--- src/rtl/sabitler.vh ---
// rtl/sabitler.vh - state encodings and default widths for vy_blok_yanitlayici
`ifndef VY_SABITLER_VH
`define VY_SABITLER_VH

`define VY_YNT_BOSTA      3'd0
`define VY_YNT_OKU_ISTEK  3'd1
`define VY_YNT_OKU_BEKLE  3'd2
`define VY_YNT_YANIT      3'd3
`define VY_YNT_YAZ_ISTEK  3'd4

`define VY_ADRES_BIT      32
`define VY_BLOK_BIT       128
`define VY_BELLEK_BIT     32
`define VY_ZAMAN_ASIMI    255

`endif

--- src/rtl/vy_blok_yanitlayici_pkg.sv ---
// rtl/vy_blok_yanitlayici_pkg.sv - shared state type for the block responder
package vy_blok_yanitlayici_pkg;
`include "sabitler.vh"

    typedef enum logic [2:0] {
        BOSTA     = `VY_YNT_BOSTA,
        OKU_ISTEK = `VY_YNT_OKU_ISTEK,
        OKU_BEKLE = `VY_YNT_OKU_BEKLE,
        YANIT     = `VY_YNT_YANIT,
        YAZ_ISTEK = `VY_YNT_YAZ_ISTEK
    } durum_t;

endpackage

--- src/rtl/vy_blok_yanitlayici.sv ---
// rtl/vy_blok_yanitlayici.sv - L1 block fill/write-back responder over a narrow memory port; optional read timeout via VY_ZAMAN_ASIMI_EN
`include "sabitler.vh"

module vy_blok_yanitlayici
    import vy_blok_yanitlayici_pkg::*;
#(
    parameter int ADRES_BIT   = `VY_ADRES_BIT,
    parameter int BLOK_BIT    = `VY_BLOK_BIT,
    parameter int BELLEK_BIT  = `VY_BELLEK_BIT,
    parameter int ZAMAN_ASIMI = `VY_ZAMAN_ASIMI
) (
    input  logic                  clk_i,
    input  logic                  rstn_i,
    input  logic [ADRES_BIT-1:0]  l1_istek_adres_i,
    input  logic                  l1_istek_gecerli_i,
    input  logic                  l1_istek_yaz_i,
    input  logic [BLOK_BIT-1:0]   l1_istek_veri_i,
    output logic                  l1_istek_hazir_o,
    output logic [BLOK_BIT-1:0]   l1_veri_o,
    output logic                  l1_veri_gecerli_o,
    output logic                  l1_veri_hata_o,
    input  logic                  l1_veri_hazir_i,
    output logic [ADRES_BIT-1:0]  bellek_istek_adres_o,
    output logic                  bellek_istek_gecerli_o,
    output logic                  bellek_istek_yaz_o,
    output logic [BELLEK_BIT-1:0] bellek_istek_veri_o,
    input  logic                  bellek_istek_hazir_i,
    input  logic [BELLEK_BIT-1:0] bellek_veri_i,
    input  logic                  bellek_veri_gecerli_i,
    output logic                  bellek_veri_hazir_o
);

    localparam int N       = BLOK_BIT / BELLEK_BIT;
    localparam int OFS_BIT = $clog2(BLOK_BIT / 8);
    localparam int KW      = (N > 1) ? $clog2(N) : 1;

    localparam logic [ADRES_BIT-1:0] TABAN_MASKE = ~((ADRES_BIT'(1) << OFS_BIT) - ADRES_BIT'(1));
    localparam logic [ADRES_BIT-1:0] BEAT_BAYT   = ADRES_BIT'(BELLEK_BIT / 8);
    localparam logic [KW-1:0]        SON_K       = KW'(N - 1);

    durum_t                r_durum;
    durum_t                w_durum_sonraki;
    logic [ADRES_BIT-1:0]  r_taban;
    logic [BLOK_BIT-1:0]   r_blok;
    logic [BLOK_BIT-1:0]   r_tampon;
    logic [KW-1:0]         r_k;

    logic                  w_kabul;
    logic                  w_bellek_kabul;
    logic                  w_veri_al;
    logic                  w_son;
    logic                  w_zaman_doldu;
    logic [ADRES_BIT-1:0]  w_beat_adres;
    logic [BELLEK_BIT-1:0] w_yaz_dilim;

    // Beat address wraps naturally at ADRES_BIT because the sum is truncated.
    assign w_beat_adres   = r_taban + ADRES_BIT'(r_k) * BEAT_BAYT;
    assign w_yaz_dilim    = r_blok[int'(r_k) * BELLEK_BIT +: BELLEK_BIT];
    assign w_son          = (r_k == SON_K);
    assign w_kabul        = l1_istek_gecerli_i & l1_istek_hazir_o;
    assign w_bellek_kabul = (r_durum == OKU_ISTEK) & bellek_istek_hazir_i;
    assign w_veri_al      = (r_durum == OKU_BEKLE) & bellek_veri_gecerli_i;
    assign l1_veri_o      = r_tampon;

`ifdef VY_ZAMAN_ASIMI_EN
    logic [31:0] r_sayac;
    logic        r_hata;

    assign w_zaman_doldu  = (r_sayac == 32'(ZAMAN_ASIMI - 1));
    assign l1_veri_hata_o = r_hata;

    // Idle-cycle counter for the read path; a beat handshake restarts it at one so
    // that it equals ZAMAN_ASIMI on the edge that enters YANIT.
    always_ff @(posedge clk_i or negedge rstn_i) begin
        if (!rstn_i) begin
            r_sayac <= '0;
        end else if (r_durum == OKU_ISTEK || r_durum == OKU_BEKLE) begin
            if (w_bellek_kabul || w_veri_al) begin
                r_sayac <= 32'd1;
            end else if (w_zaman_doldu) begin
                r_sayac <= '0;
            end else begin
                r_sayac <= r_sayac + 32'd1;
            end
        end else begin
            r_sayac <= '0;
        end
    end

    // Error flag lives for the duration of the timed-out response.
    always_ff @(posedge clk_i or negedge rstn_i) begin
        if (!rstn_i) begin
            r_hata <= 1'b0;
        end else if ((r_durum == OKU_ISTEK && !w_bellek_kabul && w_zaman_doldu) ||
                     (r_durum == OKU_BEKLE && !w_veri_al && w_zaman_doldu)) begin
            r_hata <= 1'b1;
        end else if (r_durum == YANIT && l1_veri_hazir_i) begin
            r_hata <= 1'b0;
        end
    end
`else
    assign w_zaman_doldu  = 1'b0;
    assign l1_veri_hata_o = 1'b0;
`endif

    // State register.
    always_ff @(posedge clk_i or negedge rstn_i) begin
        if (!rstn_i) begin
            r_durum <= BOSTA;
        end else begin
            r_durum <= w_durum_sonraki;
        end
    end

    // Next state and state-decoded outputs; nothing here passes an input straight to an output.
    always_comb begin
        w_durum_sonraki        = r_durum;
        l1_istek_hazir_o       = 1'b0;
        l1_veri_gecerli_o      = 1'b0;
        bellek_istek_gecerli_o = 1'b0;
        bellek_istek_yaz_o     = 1'b0;
        bellek_istek_adres_o   = '0;
        bellek_istek_veri_o    = '0;
        bellek_veri_hazir_o    = 1'b0;
        case (r_durum)
            BOSTA: begin
                l1_istek_hazir_o = 1'b1;
                if (l1_istek_gecerli_i) begin
                    w_durum_sonraki = l1_istek_yaz_i ? YAZ_ISTEK : OKU_ISTEK;
                end
            end
            OKU_ISTEK: begin
                bellek_istek_gecerli_o = 1'b1;
                bellek_istek_adres_o   = w_beat_adres;
                if (bellek_istek_hazir_i) begin
                    w_durum_sonraki = OKU_BEKLE;
                end else if (w_zaman_doldu) begin
                    w_durum_sonraki = YANIT;
                end
            end
            OKU_BEKLE: begin
                bellek_veri_hazir_o = 1'b1;
                if (bellek_veri_gecerli_i) begin
                    w_durum_sonraki = w_son ? YANIT : OKU_ISTEK;
                end else if (w_zaman_doldu) begin
                    w_durum_sonraki = YANIT;
                end
            end
            YANIT: begin
                l1_veri_gecerli_o = 1'b1;
                if (l1_veri_hazir_i) begin
                    w_durum_sonraki = BOSTA;
                end
            end
            YAZ_ISTEK: begin
                bellek_istek_gecerli_o = 1'b1;
                bellek_istek_yaz_o     = 1'b1;
                bellek_istek_adres_o   = w_beat_adres;
                bellek_istek_veri_o    = w_yaz_dilim;
                if (bellek_istek_hazir_i && w_son) begin
                    w_durum_sonraki = BOSTA;
                end
            end
            default: begin
                w_durum_sonraki = BOSTA;
            end
        endcase
    end

    // Request capture, beat counter and read-assembly buffer.
    always_ff @(posedge clk_i or negedge rstn_i) begin
        if (!rstn_i) begin
            r_taban  <= '0;
            r_blok   <= '0;
            r_tampon <= '0;
            r_k      <= '0;
        end else begin
            case (r_durum)
                BOSTA: begin
                    if (w_kabul) begin
                        r_taban <= l1_istek_adres_i & TABAN_MASKE;
                        r_blok  <= l1_istek_veri_i;
                        r_k     <= '0;
                    end
                end
                OKU_ISTEK: begin
                    if (!bellek_istek_hazir_i && w_zaman_doldu) begin
                        r_tampon <= '0;
                    end
                end
                OKU_BEKLE: begin
                    if (bellek_veri_gecerli_i) begin
                        r_tampon[int'(r_k) * BELLEK_BIT +: BELLEK_BIT] <= bellek_veri_i;
                        if (!w_son) begin
                            r_k <= r_k + KW'(1);
                        end
                    end else if (w_zaman_doldu) begin
                        r_tampon <= '0;
                    end
                end
                YAZ_ISTEK: begin
                    if (bellek_istek_hazir_i && !w_son) begin
                        r_k <= r_k + KW'(1);
                    end
                end
                default: begin
                end
            endcase
        end
    end

endmodule

--- config.mk ---
export PLATFORM = sky130hd
export DESIGN_NAME = vy_blok_yanitlayici
export DESIGN_NICKNAME = d
export VERILOG_FILES = /design/src/rtl/vy_blok_yanitlayici_pkg.sv /design/src/rtl/vy_blok_yanitlayici.sv
export VERILOG_INCLUDE_DIRS = /design/src /design/src/rtl
export SDC_FILE = /design/constraint.sdc
export NUM_CORES = 1
export LEC_CHECK = 0
export CAP_MARGIN = 20
export CORE_MARGIN = 2
export CORE_UTILIZATION = 52
export DETAILED_ROUTE_END_ITERATION = 16
export PLACE_DENSITY = 0.87
export RECOVER_POWER = 25
export SETUP_SLACK_MARGIN = 0.02
export SKIP_LAST_GASP = 1
export SLEW_MARGIN = 25
export SYNTH_ARGS = -nofsm -noshare
export SYNTH_HDL_FRONTEND = slang
export SYNTH_SLANG_ARGS = --single-unit
--- constraint.sdc ---
create_clock -name clk_i -period 6.6 [get_ports clk_i]
set_input_delay 1.98 -clock clk_i [delete_from_list [all_inputs] [get_ports clk_i]]
set_output_delay 1.98 -clock clk_i [all_outputs]
set_load 0.005 [all_outputs]
=== After elaboration in Yosys (flattened, before gate mapping) ===
Index checks and enable logic that the tools add are counted.

* Register bits: 289
* Input bits: 199
* Output and inout port bits: 198
* Logic and storage cells: 56

* Add/subtract/negate cells: 3
* Eq/ne operators: 13
* Shift-type cells: 3
* Multiplexer cells: 21
* Bitwise gates (word level): 1
* Reductions and logical operators: 10

{| class="wikitable"
|+ Operators with widths
! cell !! number
|-
| $bwmux W128 || 1
|-
| $shift A32 B33 Y128 const A || 1
|-
| $shiftx A128 B8 Y32 || 1
|-
| $shiftx A32 B33 Y128 || 1
|-
| $mux W32 || 2
|-
| $neg A7 Y33 || 1
|-
| $add A32 B4 Y32 || 1
|-
| $mux W3 || 6
|-
| $ne A2 B2 Y1 const B || 8
|-
| $pmux W3 S5 || 1
|-
| $mux W2 || 5
|-
| $reduce_and A5 Y1 || 2
|-
| $eq A3 B2 Y1 const B || 2
|-
| $pmux W2 S3 || 1
|-
| $mux W1 || 5
|-
| $reduce_and A2 Y1 || 2
|-
| $eq A3 B1 Y1 const B || 1
|-
| $eq A3 B3 Y1 const B || 1
|-
| $logic_not A3 Y1 || 1
|-
| $reduce_bool A3 Y1 || 1
|-
| $add A2 B1 Y2 const B || 1
|-
| $eq A2 B2 Y1 const B || 1
|-
| $logic_and A1 B1 Y1 || 2
|-
| $reduce_or A2 Y1 || 1
|-
| other kinds (2) || 2
|}

=== Depth between registers and ports, before layout ===
* Depth in word-level cells: 5
* Mapped depth: 9
* Depth with buffers taken out: 5

=== Worst setup path before layout ===
Ideal clock, no wire load.

* Path kind: register -> output
* Start: register r_k[0]
* End: output bellek_istek_veri_o[24]
* Data arrival time: 1,520 ps
* Required time: 4,620 ps
* Setup slack: 3,100 ps
* Cell stages (with the launch flop): 5
* Path buffers: 2
* Cells stage by stage: dfrtp_1 buf_4 buf_2 mux4_2 and2_1

* Word-level cells in the longest chain between the ends: 2

{| class="wikitable"
|+ RTL lines
! item !! line !! source
|-
| from (decl) || vy_blok_yanitlayici.sv:46 || <nowiki>logic [KW-1:0] r_k;</nowiki>
|-
| from (signal assigned) || vy_blok_yanitlayici.sv:195 || <nowiki>r_k <= r_k + KW'(1);</nowiki>
|-
| from (signal assigned) || vy_blok_yanitlayici.sv:203 || <nowiki>r_k <= r_k + KW'(1);</nowiki>
|-
| $shiftx A128 B8 Y32 || vy_blok_yanitlayici.sv:58 || <nowiki>assign w_yaz_dilim = r_blok[int'(r_k) * BELLEK_BIT +: BELLEK_BIT];</nowiki>
|-
| $mux W32 || vy_blok_yanitlayici.sv:125 || <nowiki>case (r_durum)</nowiki>
|-
| to (decl) || vy_blok_yanitlayici.sv:26 || <nowiki>output logic [BELLEK_BIT-1:0] bellek_istek_veri_o,</nowiki>
|}

No other way between the ends.

=== Worst setup path after layout ===
* Start: register r_k[0]
* End: output bellek_istek_veri_o[0]

Same word-level chain as after synthesis.

==> run summary <==
Fin. Hold Viols -> 0
Post-synth EDFFs -> 0
combined area of the multi-input logic cells -> 5080 sq um
Max VDD drop -> 0.312 mV
Syn Std Cell Area -> 13400 sq um
Reg area -> 7240 sq um
FP Rows -> 58
register area share after synthesis -> 53.9%
FILL cells -> 1584
routed len/inst -> 22.1 um
leading cell type by number of instances after synthesis -> dfrtp_1
Mapped Cells -> 1062
Clock Latency Late Sink -> 0.54 ns
final setup margin -> 1.66 ns
Max transition margin -> -88.4%
initial antenna violation count -> 7
Sequential Power Share -> 38.2%
total power -> 8580 uW
Port Buffer Count -> 389
Tcrit/Tclk final -> 74.9%
Worst EP arrival -> 2.96 ns
number of max-cap violations -> 1
post-synth top area cell -> dfrtp_1
cell area power density -> 471 nW/um^2
critical path startpoint category -> flip-flop
max-slew violation count -> 111
die footprint -> 27100 sq um
required time of the critical path -> 4.62 ns
status -> finished with violations
Worst Skew -> 0.00963 ns
Slew @ Worst Pin -> 2.83 ns
failing checks -> max-capacitance violations, max-slew violations
setup violators final -> 0
Final Wtd Congestion -> 0.857
vias in the first global route -> 10600
core area -> 25300 sq um
switch share -> 32.2%
Synthesis Warnings -> 0
post-synthesis cell type count -> 35
ys async rst share -> 100%
clk slew on worst S/H paths -> 0.06 ns
Post-synth top cells -> dfrtp_1 (289), inv_1 (132), nand4_1 (128), o21ai_0 (124), mux2_4 (100)
ranking of synthesized cells by area -> dfrtp_1 (54%), mux2_4 (11%), nand4_1 (6.0%)
maximum number of pins on one net before global-route repair -> 112
CTS tree -> built
leakage power -> 0.00779 uW
GRT Residual Overflow -> 0
htree depth -> 1
layout cell share with drive strength beyond 1 -> 18.4%
Clk pwr share -> 19.1%
Mapped Avg Cell Area -> 12.6 sq um
Via Count -> 10100
global-route usage over all layers -> 28.6%
vias per cell -> 5.74
Non-Filler Instances -> 1767
first-pass GRT wire length -> 59800 um
placed cell count -> 1708
crit path kind -> flip-flop to output pin
Post-CTS Hold Fix Bufs -> 0
power share of the combinational group -> 42.7%
Synth top area share -> 53.9%
DR pass1 iterations -> 5
Switch Pwr -> 2760 uW
critical path peak fanout -> 30
CTS Buf Count -> 30
Internal -> 5820 uW
Fmax achieved -> 0.202 GHz
Initial Util -> 53.2%
# DRC -> 0
Post-DP HPWL -> 26200 um
I/O pin count -> 397
Die X-Extent -> 165 um
1st-iter DRT viols -> 1208
Num Clock Sinks -> 289
number of synthesized register bits -> 289
Layout area overhead -> 35.8%
Setup Fix Bufs, Post-CTS -> 0
fin area -> 18200 sq um
setup TNS -> 0 ns
post-CTS sizing -> 0
Hold WC Path Type -> flip-flop to flip-flop
Synth Flop Type -> dfrtp_1
Final Net Count -> 1614
dpl cell area -> 17300 sq um
Worst Setup Slack post-DPL -> 1.93 ns
Die H -> 165 um
Final Critical Period -> 4.94 ns
RSZ-0062 raised after global routing -> no
clock tree root buffer cell -> clkbuf_16
WL final -> 39100 um
crit path capture type -> output pin
Final ANT Viol Nets -> 0
Bufs on Longest Clock Path -> 3
-- metal layers --
layer  wire (um)  vias to the layer above  GRT usage [%]
li1            -                     4402              -
met5           0                        -              0
met4        1510                        0           11.5
met3        4170                      113           8.01
met1       14400                     5000           35.3
met2       19100                      629           47.6
-- layout by cell type, fill, tap and decap left out, drive strengths merged, types with 2 or more instances in the layout --
| master | count |
|---|---|
| clkdlybuf4s50 | 386 |
| dfrtp | 289 |
| mux2 | 159 |
| inv | 132 |
| nand4 | 128 |
| o21ai | 128 |
| and2 | 65 |
| clkbuf | 50 |
| mux4 | 32 |
| buf | 18 |
| diode | 8 |
| nor3b | 7 |
| ha | 5 |
| a21oi | 3 |
| conb | 3 |
| nor3 | 3 |
| xnor2 | 2 |
| nor2 | 2 |
| mux2i | 2 |
| nand2b | 2 |
| dlygate4sd3 | 2 |
| clkinv | 2 |
-- final timing paths --
check	startpoint	to	slack, ns	depth (start not counted)
max in group asynchronous	rstn_i	l1_veri_o[12]	1.86	2
min in group asynchronous	rstn_i	l1_veri_o[34]	2.31	1
setup / recovery	r_k[0]	bellek_istek_veri_o[0]	1.66	4
hold / removal	r_blok[82]	r_blok[82]	0.50	1
hold reg to reg	r_blok[82]	r_blok[82]	0.50	1
setup reg to reg	r_k[1]	l1_veri_o[48]	3.54	6
-- critical path, stage by stage (launching register included) --
cell	delay (ns)
dfrtp_4	0.82
buf_4	0.37
mux4_2	0.56
and2_1	0.18
clkdlybuf4s50_1	0.47
-- registers in the layout (all words and copies together), names as in the netlist --
| register | cells |
|---|---|
| l1_veri_o | 128 |
| r_blok | 128 |
| r_taban | 28 |
| r_durum | 3 |
| r_k | 2 |
-- final cells by class --
| class | count | area share (%) |
|---|---|---|
| inverter | 132 | 2.72 |
| tap | 330 | 2.26 |
| sequential | 289 | 39.7 |
| clock inverter | 3 | 0.240 |
| clock buffer | 48 | 4.88 |
| timing repair buffer | 408 | 22.2 |
| multi-input combinational | 549 | 27.9 |
| antenna | 8 | 0.110 |
-- per-stage QoR --
stage / hold WS (ns) / utilization [%]
after floorplan: 0.473 / -
after global placement: 0.484 / 68.5
after detailed placement: 0.487 / 68.5
after CTS: 0.504 / 72.2
after global routing: 0.521 / 72.2
final: 0.505 / 72.2
-- power groups by stage --
stage                     clock [uW]  combinational (uW)  sequential (uW)
after floorplan                    0                2230             3030
after global placement             0                3510             3230
after detailed placement           0                3630             3270
after CTS                       1660                3680             3260
after global routing            1740                3930             3370
final                           1640                3670             3280
-- kinds of logic after synthesis --
logic type | after synthesis | synth area share, %
flops | 289 | 53.9
buf+inv | 226 | 8.59
simple gates | 211 | 10.1
mux | 193 | 21.6
compound gates | 135 | 5.14
fa+ha+maj | 5 | 0.466
xor+xnor | 2 | 0.130
other cells | 1 | 0.0279
No activity file was read; power rests on OpenSTA's default activity.
